`config.mk`:
```
export PLATFORM = sky130hd
export DESIGN_NAME = instr_fetch_unit
export DESIGN_NICKNAME = d
export VERILOG_FILES = /design/src/rtl/instr_fetch_unit_pkg.sv /design/src/rtl/instr_fetch_unit_fetch_queue.sv /design/src/rtl/instr_fetch_unit.sv
export SDC_FILE = /design/constraint.sdc
export NUM_CORES = 1
export LEC_CHECK = 0
export CAP_MARGIN = 40
export CORE_ASPECT_RATIO = 0.6
export CORE_MARGIN = 5
export CORE_UTILIZATION = 54
export DETAILED_ROUTE_END_ITERATION = 16
export MAX_ROUTING_LAYER = met4
export PLACE_DENSITY = 0.88
export SLEW_MARGIN = 15
export SYNTH_ARGS = -nofsm -noshare
export SYNTH_HDL_FRONTEND = slang
export SYNTH_SLANG_ARGS = --single-unit
export TNS_END_PERCENT = 1
```
`constraint.sdc`:
```
create_clock -name clk -period 4.7 [get_ports clk]
set_input_delay 0.47 -clock clk [delete_from_list [all_inputs] [get_ports clk]]
set_output_delay 0.47 -clock clk [all_outputs]
set_load 0.02 [all_outputs]
```
`src/rtl/instr_fetch_unit_pkg.sv`:
```
// Shared types and constants for the instruction fetch unit.
package instr_fetch_unit_pkg;

    localparam int AW_DEFAULT    = 8;
    localparam int DW_DEFAULT    = 16;
    localparam int DEPTH_DEFAULT = 2;

    // Opcode in the top three instruction bits that marks a halt instruction.
    localparam logic [2:0] HALT_OPCODE = 3'b111;

    // Fetch controller states.
    typedef enum logic [1:0] {
        INIT   = 2'd0,
        RUN    = 2'd1,
        HALTED = 2'd2
    } fetch_state_t;

endpackage

```
`src/rtl/instr_fetch_unit_fetch_queue.sv`:
```
// Prefetch FIFO holding {pc, instr} pairs. The head entry is read straight
// out of the storage registers, so the outputs carry no path from the push
// data. clear has priority over push and pop.
module fetch_queue #(
    parameter int AW    = 8,
    parameter int DW    = 16,
    parameter int DEPTH = 2,
    localparam int PTR_W = (DEPTH > 1) ? $clog2(DEPTH) : 1,
    localparam int CNT_W = $clog2(DEPTH) + 1
) (
    input  logic             clk,
    input  logic             rst,
    input  logic             clear,
    input  logic             push,
    input  logic [AW-1:0]    push_pc,
    input  logic [DW-1:0]    push_instr,
    input  logic             pop,
    output logic [CNT_W-1:0] count,
    output logic             head_valid,
    output logic [AW-1:0]    head_pc,
    output logic [DW-1:0]    head_instr
);

    logic [AW-1:0]    pc_mem    [DEPTH];
    logic [DW-1:0]    instr_mem [DEPTH];
    logic [PTR_W-1:0] rd_ptr;
    logic [PTR_W-1:0] wr_ptr;
    logic             do_push;
    logic             do_pop;

    // Pops on an empty queue and pushes into a full one are ignored.
    always_comb begin
        do_pop  = pop && (count != '0);
        do_push = push && (count != CNT_W'(DEPTH));
    end

    // Storage, pointers and occupancy count.
    always_ff @(posedge clk or posedge rst) begin
        if (rst) begin
            rd_ptr <= '0;
            wr_ptr <= '0;
            count  <= '0;
            for (int i = 0; i < DEPTH; i++) begin
                pc_mem[i]    <= '0;
                instr_mem[i] <= '0;
            end
        end else if (clear) begin
            rd_ptr <= '0;
            wr_ptr <= '0;
            count  <= '0;
        end else begin
            if (do_push) begin
                pc_mem[wr_ptr]    <= push_pc;
                instr_mem[wr_ptr] <= push_instr;
                wr_ptr <= (wr_ptr == PTR_W'(DEPTH - 1)) ? '0 : wr_ptr + PTR_W'(1);
            end
            if (do_pop) begin
                rd_ptr <= (rd_ptr == PTR_W'(DEPTH - 1)) ? '0 : rd_ptr + PTR_W'(1);
            end
            if (do_push && !do_pop) begin
                count <= count + CNT_W'(1);
            end else if (do_pop && !do_push) begin
                count <= count - CNT_W'(1);
            end
        end
    end

    assign head_valid = (count != '0);
    assign head_pc    = pc_mem[rd_ptr];
    assign head_instr = instr_mem[rd_ptr];

endmodule

```
`src/rtl/instr_fetch_unit.sv`:
```
// Instruction fetch unit: sequences fetch addresses to a shared single-port
// RAM, tracks the one read in flight, and buffers returned instructions in a
// small prefetch queue. A slot is reserved for every in-flight read so the
// return can always be queued.
//
// Handshake: the head entry moves to the consumer on any cycle where
// instr_valid and instr_ready are both high; instr_valid never depends on
// instr_ready, and a ready without valid has no effect.
module instr_fetch_unit
    import instr_fetch_unit_pkg::*;
#(
    parameter int AW    = AW_DEFAULT,
    parameter int DW    = DW_DEFAULT,
    parameter int DEPTH = DEPTH_DEFAULT
) (
    input  logic          clk,
    input  logic          rst,
    input  logic [AW-1:0] start_pc,
    input  logic          flush,
    input  logic [AW-1:0] flush_pc,
    input  logic          halt,
    input  logic          ram_busy,
    output logic          fetch_req,
    output logic [AW-1:0] ram_r_addr,
    input  logic [DW-1:0] ram_r_data,
    output logic          instr_valid,
    output logic [DW-1:0] instr,
    output logic [AW-1:0] instr_pc,
    input  logic          instr_ready,
    output fetch_state_t  dbg_state
);

    localparam int CNT_W = $clog2(DEPTH) + 1;

    fetch_state_t     state;
    logic [AW-1:0]    fetch_pc;
    logic             inflight;
    logic [AW-1:0]    inflight_pc;
    logic [CNT_W-1:0] q_count;
    logic [CNT_W:0]   occupancy;
    logic             issue;
    logic             q_push;
    logic             q_pop;

    // Issue decision from the current state and this cycle's inputs.
    always_comb begin
        occupancy = {1'b0, q_count} + (CNT_W + 1)'(inflight);
        issue     = (state == RUN) && !halt && !ram_busy && !flush &&
                    (occupancy < (CNT_W + 1)'(DEPTH));
        q_push    = inflight && !flush;
        q_pop     = instr_valid && instr_ready && !flush;
    end

    assign fetch_req  = issue;
    assign ram_r_addr = fetch_pc;
    assign dbg_state  = state;

    // Controller FSM, fetch PC and in-flight read tracking.
    always_ff @(posedge clk or posedge rst) begin
        if (rst) begin
            state       <= INIT;
            fetch_pc    <= '0;
            inflight    <= 1'b0;
            inflight_pc <= '0;
        end else begin
            // A flush never issues, so this also drops any in-flight read.
            inflight <= issue;
            if (issue) begin
                inflight_pc <= fetch_pc;
            end
            if (flush) begin
                state    <= RUN;
                fetch_pc <= flush_pc;
            end else begin
                case (state)
                    INIT: begin
                        fetch_pc <= start_pc;
                        state    <= RUN;
                    end
                    RUN: begin
                        if (issue) begin
                            fetch_pc <= fetch_pc + AW'(1);
                        end
                        if (halt) begin
                            state <= HALTED;
                        end
                    end
                    HALTED: begin
                        state <= HALTED;
                    end
                    default: begin
                        state <= INIT;
                    end
                endcase
            end
        end
    end

    fetch_queue #(
        .AW    (AW),
        .DW    (DW),
        .DEPTH (DEPTH)
    ) u_fetch_queue (
        .clk        (clk),
        .rst        (rst),
        .clear      (flush),
        .push       (q_push),
        .push_pc    (inflight_pc),
        .push_instr (ram_r_data),
        .pop        (q_pop),
        .count      (q_count),
        .head_valid (instr_valid),
        .head_pc    (instr_pc),
        .head_instr (instr)
    );

endmodule
```
==> results of run 1 <==
[critical path, delay by kind of cell, from the launching register on]
family | cells | cell delay [ps]
adders and majority gates | 1 | 450
buffers and inverters | 3 | 950
DFF | 1 | 400
and+or+nand+nor | 2 | 490
[flip-flops by register name (all words and copies together), names as in the netlist]
| signal | flops |
|---|---|
| u_fetch_queue.instr_mem | 32 |
| u_fetch_queue.pc_mem | 16 |
| inflight_pc | 8 |
| ram_r_addr | 8 |
| dbg_state | 2 |
| u_fetch_queue.count | 2 |
| inflight | 1 |
| u_fetch_queue.rd_ptr | 1 |
| u_fetch_queue.wr_ptr | 1 |
[area by class of cell]
type,instances,area share [%]
flip-flops and latches,71,40.6
multi-input cells,163,33.3
repair buffers,78,17.8
clock buffers,12,3.78
well taps,84,2.40
clock inverters,4,1.20
inverters,10,0.858
[layer usage]
metal	share of wire, %	vias up	GRT usage (%)	wire, µm
met2	45	52	28.6	3190
met4	0.96	0	4.45	67
met3	5.4	8	7.09	377
li1	-	1072	-	-
met5	0	-	-	0
met1	48	1129	25.6	3380
[synth_stat cells (3+ instances only)]
cell type | number | share of area, %
nor2_1 | 16 | 1.8
o21ai_0 | 7 | 1.0
mux2i_1 | 3 | 0.90
a21oi_1 | 3 | 0.45
a211o_1 | 3 | 0.78
buf_4 | 7 | 1.6
dfrtp_1 | 71 | 53
xor2_1 | 4 | 1.0
nand2_1 | 10 | 1.1
clkbuf_1 | 3 | 0.34
buf_2 | 3 | 0.45
inv_1 | 10 | 1.1
ha_1 | 3 | 1.1
mux2_2 | 82 | 28
[how the worst max path moves through the flow]
| stage | start | to | cells after the start |
|---|---|---|---|
| 2_1_floorplan | rst | dbg_state[0] | 1 |
| 3_3_place_gp | flush | fetch_req | 4 |
| 3_5_place_dp | flush | fetch_req | 4 |
| 4_1_cts | dbg_state[1] | fetch_req | 6 |
| 5_1_grt | dbg_state[1] | fetch_req | 6 |
| 6_report | dbg_state[1] | fetch_req | 6 |
[power by group through the flow]
stage	registers (µW)	logic (µW)	clock network (µW)
after global routing	965	993	549
final	939	922	511
after detailed placement	947	926	0
after global placement	937	908	0
after CTS	938	934	525
after floorplan	929	551	0
[kinds of logic (layout without fill, tap and decap cells)]
logic type | Yosys count | after routing
and+or+nand+nor | 40 | 40
buffers and inverters | 25 | 104
adders and majority gates | 3 | 3
AOI/OAI and AO/OA | 30 | 30
DFF | 71 | 71
muxes | 85 | 85
xor gates and xnor gates | 5 | 5
[through the flow]
stage          setup WS (ps)  utilization, %
6_report                1600            71.9
5_1_grt                 1370            71.9
4_1_cts                 1580            71.9
3_5_place_dp            1730            68.3
3_3_place_gp            1770            67.9
2_1_floorplan           2430               -
==> results, run 1 <==
- The die is 71.0 µm tall.
- The number of H-tree levels is 3.
- The count of buffers inserted at the top-level ports is 73.
- The insertion delay of the later-clocked pin in the worst-skew pair is 340 ps.
- The internal power of the cells totals 1600 µW.
- The weighted congestion reported at the end of routability-driven placement is 0.829.
- The net switching power figure is 774 µW.
- Setup repair after global routing left no endpoint under its margin.
- The slew of the pin with the lowest slew margin is 867 ps.
- The share of cells above drive strength 1 is 32.8%.
- The total routing usage reported by global routing is 19.3%.
- Summing the areas of all compound-gate instances in the mapped netlist gives 6.64% of the synthesized area.
- The tool flagged a number of max-cap violations equal to 0.
- The number of nets handed over by synthesis was 300.
- The library cells used most frequently in the layout, excluding fill and tap cells, are 82 x mux2_2, 73 x clkdlybuf4s50_1, 71 x dfrtp_1.
- The total design power is 2370 µW.
- Wires add up to 7020 µm.
- The shortest period the worst path allows is 3100 ps.
- For this configuration, the core starts out at a cell density of 55.1%.
- The combined area of the multi-input logic cells is 1460 µm².
- After synthesis, the share of flip-flops with an asynchronous set or reset is 100%.
- The number of synthesized flops with an enable pin is 0.
- Post-CTS repair changed the size of 0 cells.
- Hold timing on the final database bottoms out at a slack of 503 ps.
- The most common library cell in the layout ignoring fill and taps is mux2_2.
- The area fraction in and, or, nand and nor cells after synthesis is 5.78%.
- The type of element capturing the critical path is a primary output.
- The number of hold violations in the final report is 0.
- Across the whole layout, storage elements account for 1780 µm².
- The signal on the critical path passes through inv_1 > ha_1 > nand2b_1 > nor3_2 > buf_4 > clkdlybuf4s50_1.
- The wire length per cell is 16.6 µm.
- The number of buffers added to fix hold violations after cts is 0.
- The post-layout instance area is 4370 µm².
- The worst register-to-register path ends at ram_r_addr[1].
- The number of distinct library cells after synthesis is 41.
- The core footprint is 6080 µm².
- The detailed router finished its first iteration with 86 violations.
- The tree built by TritonCTS fans out to 71 sinks.
- The worst setup path is of the reg2out kind.
- The number of global-route vias before repair is 2396.
- The ratio of total power to cell area is 542 nW/µm².
- The arrival time of data at the critical path endpoint is 2630 ps.
- For this run, design rule violations remaining after detail routing come to 0.
- The initialized floorplan defines 22 standard-cell rows.
- A synthesized cell averages 12.9 µm².
- The post-synthesis instance area is 3350 µm².
- Dividing the detail-routed via count by the number of cells gives 5.36.
- The cell depth of the worst min-delay path is 1.
- The net total in the final layout is 374.
- For this run the aggregate overflow at the end of global routing stands at 0.
- The worst register-to-register path has a setup slack of 2400 ps.
- The HPWL after detailed placement is 5020 µm.
- For this design, the slowest cell found on the critical path is clkdlybuf4s50_1.
- The worst supply voltage drop on vdd is 0.316 mV.
- The xor-xnor portion of the synthesized cell area is 1.31%.
- For this design the static power due to leakage is 0.00192 µW.
- The number of buffers created by CTS is 9.
- Synthesis handed over a netlist of 259 instances.
- The total negative slack is 0 ps.
- Dividing the final minimum period by the clock period gives 65.9%.
- The count of nets left with antenna violations once routing finished came out at 0.
- The die area is 7940 µm².
- TritonCTS built the clock tree.
- The maximum clock frequency is 323 MHz.
- Measured against the total synthesized area, the mux share comes to 28.4%.
- The clock skew after layout is 6.85 ps.
- The clock share of power is 21.6%.
- Summing the areas of all fa, ha and maj instances in the mapped netlist gives 1.12% of the synthesized area.
- The pre-antenna-repair detailed-routing pass consisted of 5 iterations.
- The path category of the worst min-delay check is reg2reg.
- On the worst path, the slowest cell contributes a delay of 630 ps.
- The total count of max-transition violations in the final report is 0.
- The worst hold path startpoint is u_fetch_queue.instr_mem[9].
- The antenna cell count is 0.
- In this run the count of I/O pins placed on the die edge is 74.
- The initial antenna violation count is 0.
- The worst setup path is launched from a flop.
- The clock-pin slew of the registers on the worst-case setup and hold paths is 70 ps.
- The horizontal die dimension is 112 µm.
- Entering global routing, the biggest net connects 40 pins.
- For this run, the leading register cell type out of synthesis is dfrtp_1.
- The area growth from synthesis to layout is 30.4%.
- Sequential cells burn 39.6% of the power.
- The run finished with clean final reports.
- The cell count after placement is 406.
- Along the worst path, the maximum fanout reaches 13.
- The worst pin sits at a relative slew slack of 42.0%.
- For this block, the via count after detailed routing is 2261.
- Counting flops and latches in the post-synthesis netlist gives 71.
- After synthesis, the largest family of logic cells by area is multiplexers.
- The path with the worst hold slack has its endpoint at u_fetch_queue.instr_mem[9].
- The launching point of the worst reg2reg path is dbg_state[1].
- In this run the clock root is driven by a clkbuf_8.
- The required time of the worst setup path is 4230 ps.
- In this run the post-CTS setup repair buffer count came out at 0.
- The logic depth of the worst register-to-register path is 5.
- Combinational logic is responsible for 38.9% of the overall power.
- In this run the deepest clock path goes through 2 buffers.
- Sequential cells were found to cover 53.0% of the synthesized design area.
- The placement-stage cell area is 4160 µm².
- Counting the fill cells in the layout gives 417.
- The final cell count without fillers is 422.
- The number of setup violations in the final report is 0.
- The number of warnings printed during yosys synthesis is 0.
- The first global-routing pass estimated 11800 µm of wire.
- Net switching is 32.6% of the power.
(Power assumes the default switching activity.)
==> inputs of run 2 (changes only) <==
--- a/config.mk
+++ b/config.mk
@@ -8,10 +8,10 @@
 export CAP_MARGIN = 40
 export CORE_ASPECT_RATIO = 0.6
 export CORE_MARGIN = 5
-export CORE_UTILIZATION = 54
+export CORE_UTILIZATION = 46
 export DETAILED_ROUTE_END_ITERATION = 16
 export MAX_ROUTING_LAYER = met4
-export PLACE_DENSITY = 0.88
+export PLACE_DENSITY = 0.8
 export SLEW_MARGIN = 15
 export SYNTH_ARGS = -nofsm -noshare
 export SYNTH_HDL_FRONTEND = slang
==> constraint.sdc (replaced) <==
create_clock -name clk -period 2.5 [get_ports clk]
set_input_delay 0.25 -clock clk [delete_from_list [all_inputs] [get_ports clk]]
set_output_delay 0.25 -clock clk [all_outputs]
set_load 0.02 [all_outputs]
==> run 2 against run 1 <==
  * Utilization decreased by 8.9 points
  * Largest power group is now combinational logic
  * First-iteration DRC count increased by 1.2%
  * Highest routed layer unchanged
  * Count of clock-buffer cells in the layout increased by 1
  * Sequential power increased by 86%
  * Worst setup slack got worse by 1200 ps
==> results, run 2 (synthesis results as in run 1) <==
- Status: completed (unchanged).
- The cell leakage power is 0.00202 µW (was 0.00192 µW).
- The core footprint is 7180 µm² (was 6080 µm²).
- The via density per instance is 5.22 (was 5.36).
- The total clock sinks was 71 (unchanged).
- Regs by FF count: u_fetch_queue.instr_mem (32), u_fetch_queue.pc_mem (16) (unchanged).
- The max capacitance violation total is 0 (unchanged).
- The number of remaining DRC errors is 0 (unchanged).
- The number of global-route vias before repair is 2397 (was 2396).
- The fraction of the cycle the final worst path needs is 83.4%.
- The number of fillers in the final layout is 568 (was 417).
- The combined flip-flop and latch cell area is 1780 µm² (unchanged).
- The insertion delay of the later-clocked pin in the worst-skew pair is 320 ps (was 340 ps).
- The number of primary I/O pins is 74 (unchanged).
- The worst setup slack after placement came to 302 ps (was 1730 ps).
- The number of post-CTS setup repair buffers is 0 (unchanged).
- The ratio of total power to cell area was 1080 nW/µm² (was 542 nW/µm²).
- The TritonCTS clock tree is yes (unchanged).
- The number of setup violations in the final report is 0 (unchanged).
- The count of standard-cell rows is 24 (was 22).
- The horizontal die dimension was 120 µm (was 112 µm).
- The total count of max-transition violations in the final report is 0 (unchanged).
- The die area is 9150 µm² (was 7940 µm²).
- The growth of design area from synthesis to finish is 34.9% (was 30.4%).
- The number of detailed-route iterations in the first pass is 4 (was 5).
- Unrepaired setup endpoints after global routing: no (unchanged).
- The most common library cell in the layout ignoring fill and taps is mux2_2 (unchanged).
- The number of hold violations in the final report is 0 (unchanged).
- The peak fanout along the critical path is 13 (unchanged).
- The required time of the worst setup path is 2250 ps (was 4230 ps).
- The nature of the critical path startpoint is a flop (unchanged).
- The switching power as a share of total power is 30.1% (was 32.6%).
- The vertical die dimension is 76.1 µm (was 71.0 µm).
- The total negative slack came to 0 ps (unchanged).
- The type of the setup path with the least slack is reg2out (unchanged).
- The minimum setup slack among reg-to-reg paths came to 600 ps (was 2400 ps).
- The initial antenna violation count is 0 (unchanged).
- The antenna cell count came to 0 (unchanged).
- The initial DRC count is 87 (was 86).
- The path category of the worst min-delay check is in2async (was reg2reg).
- The root buffer selected by CTS is clkbuf_16 (was clkbuf_8).
- The launching point of the worst reg2reg path was dbg_state[1] (unchanged).
- The total routing usage reported by global routing is 16.7% (was 19.3%).
- The logic depth of the worst register-to-register path is 6 (was 5).
- The top register by number of flip-flops is u_fetch_queue.instr_mem (unchanged).
- The combined area of the multi-input logic cells was 1460 µm² (unchanged).
- Most used cells in the layout excluding fill and tap cells: 82 x mux2_2, 72 x clkdlybuf4s50_1, 71 x dfrtp_1 (was 82 x mux2_2, 73 x clkdlybuf4s50_1, 71 x dfrtp_1).
- The arrival time of data at the critical path endpoint is 1840 ps (was 2630 ps).
- The weighted congestion reported at the end of routability-driven placement was 0.830 (was 0.829).
- The flip-flop count of the largest register, all copies and words added came to 32 (unchanged).
- The part of the power in registers is 35.9% (was 39.6%).
- The worst supply voltage drop on vdd is 0.506 mV (was 0.316 mV).
- The aggregate routed wire length was 7080 µm (was 7020 µm).
- The initial core utilization was 46.7% (was 55.1%).
- The endpoint of the lowest-slack register-to-register path is inflight_pc[0] (was ram_r_addr[1]).
- The net switching power figure is 1470 µW (was 774 µW).
- The number of H-tree levels was 3 (unchanged).
- The maximum number of pins on one net before global-route repair is 46 (was 40).
- Based on the critical path, the design can be clocked at up to 479 MHz.
- The final setup slack of the worst path came to 414 ps (was 1600 ps).
- The clock skew after layout is 6.96 ps (was 6.85 ps).
- The number of buffers added to fix hold violations after cts is 0 (unchanged).
- The net total in the final layout is 378 (was 374).
- The count of buffers inserted at the top-level ports is 73 (unchanged).
- The HPWL reported at the end of detailed placement is 4990 µm (was 5020 µm).
- The number of nets with antenna violations after detailed routing was 0 (unchanged).
- The wire length of the first global-routing pass was 12000 µm (was 11800 µm).
- The clock-pin slew of the registers on the worst-case setup and hold paths is 60 ps (was 70 ps).
- The slew of the pin with the lowest slew margin came to 609 ps (was 867 ps).
- The clock share of power is 28.0% (was 21.6%).
- The power share of the combinational group came to 36.0% (was 38.9%).
- The post-cts gate resize count came to 0 (unchanged).
- The total congestion overflow is 0 (unchanged).
- The total number of vias was 2259 (was 2261).
- The number of buffers created by CTS was 9 (unchanged).
- The shortest period the worst path allows is 2090 ps.
- The share of cells above drive strength 1 is 33.0% (was 32.8%).
- The max-slew headroom at the worst pin is 59.3% (was 42.0%).
- The type of element capturing the critical path is a primary output (unchanged).
- The maximum count of clock buffers along a single path is 2 (unchanged).
- The internal power contribution came to 3410 µW (was 1600 µW).
- The wire length per cell is 16.3 µm (was 16.6 µm).
==> run 2: cell count changes in the layout (fill, tap and decap cells not counted) <==
cell / before / now
buf_12: 0 / 1
buf_4: 3 / 8
buf_6: 1 / 0
buf_8: 1 / 0
bufinv_16: 1 / 2
clkbuf_1: 0 / 2
clkbuf_16: 0 / 9
clkbuf_8: 12 / 2
clkdlybuf4s50_1: 73 / 72
clkinv_2: 0 / 1
clkinvlp_4: 3 / 0
dlymetal6s2s_1: 0 / 1
==> run 2: metrics by stage <==
| step | util (%) | std cells | total power [µW] | instance area (µm²) | hold slack (ps) |
|---|---|---|---|---|---|
| floorplan | - | 259 | 2780 | 3350 | 400 |
| global placement | 58.5 | 417 | 3490 | 4200 | 482 |
| detailed placement | 58.5 | 417 | 3530 | 4200 | 490 |
| CTS | 63.0 | 433 | 4930 | 4520 | 330 |
| global route | 63.0 | 433 | 5140 | 4520 | 391 |
| finish | 63.0 | 433 | 4880 | 4520 | 319 |
==> run 2: cell type report <==
class / count / area share (%)
timing repair buffer: 82 / 18.0
tap: 91 / 2.52
clock buffer: 13 / 5.75
clock inverter: 3 / 1.44
multi-input combinational: 163 / 32.2
sequential: 71 / 39.3
inverter: 10 / 0.830
==> run 2: how the worst max path moves through the flow <==
stage | from | end | slack (ps) | cells after the start
global route | dbg_state[1] | fetch_req | 340 | 5
finish | u_fetch_queue.rd_ptr | instr_pc[7] | 410 | 3
global placement | flush | u_fetch_queue.instr_mem[10] | 350 | 6
floorplan | rst | dbg_state[0] | 450 | 1
CTS | dbg_state[1] | fetch_req | 70 | 5
detailed placement | flush | u_fetch_queue.instr_mem[2] | 300 | 6
==> run 2: per-layer routing <==
metal / wire (µm) / vias to the layer above / track usage [%]
met5: 0 / - / -
met4: 54 / 0 / 3.62
met3: 330 / 9 / 4.97
met2: 3190 / 52 / 23.5
met1: 3500 / 1121 / 23.9
li1: - / 1077 / -
==> run 2: worst max-delay path: stages, from the launching register on <==
cell and delay, ps:
dfrtp_1 350, buf_4 240, mux2_2 380, clkdlybuf4s50_1 540
==> run 2: power groups by stage <==
| stage | clock (µW) | combinational, µW | sequential [µW] |
|---|---|---|---|
| global route | 1450 | 1880 | 1800 |
| finish | 1370 | 1760 | 1750 |
| floorplan | 0 | 1040 | 1750 |
| CTS | 1400 | 1780 | 1750 |
| global placement | 0 | 1740 | 1750 |
| detailed placement | 0 | 1770 | 1770 |
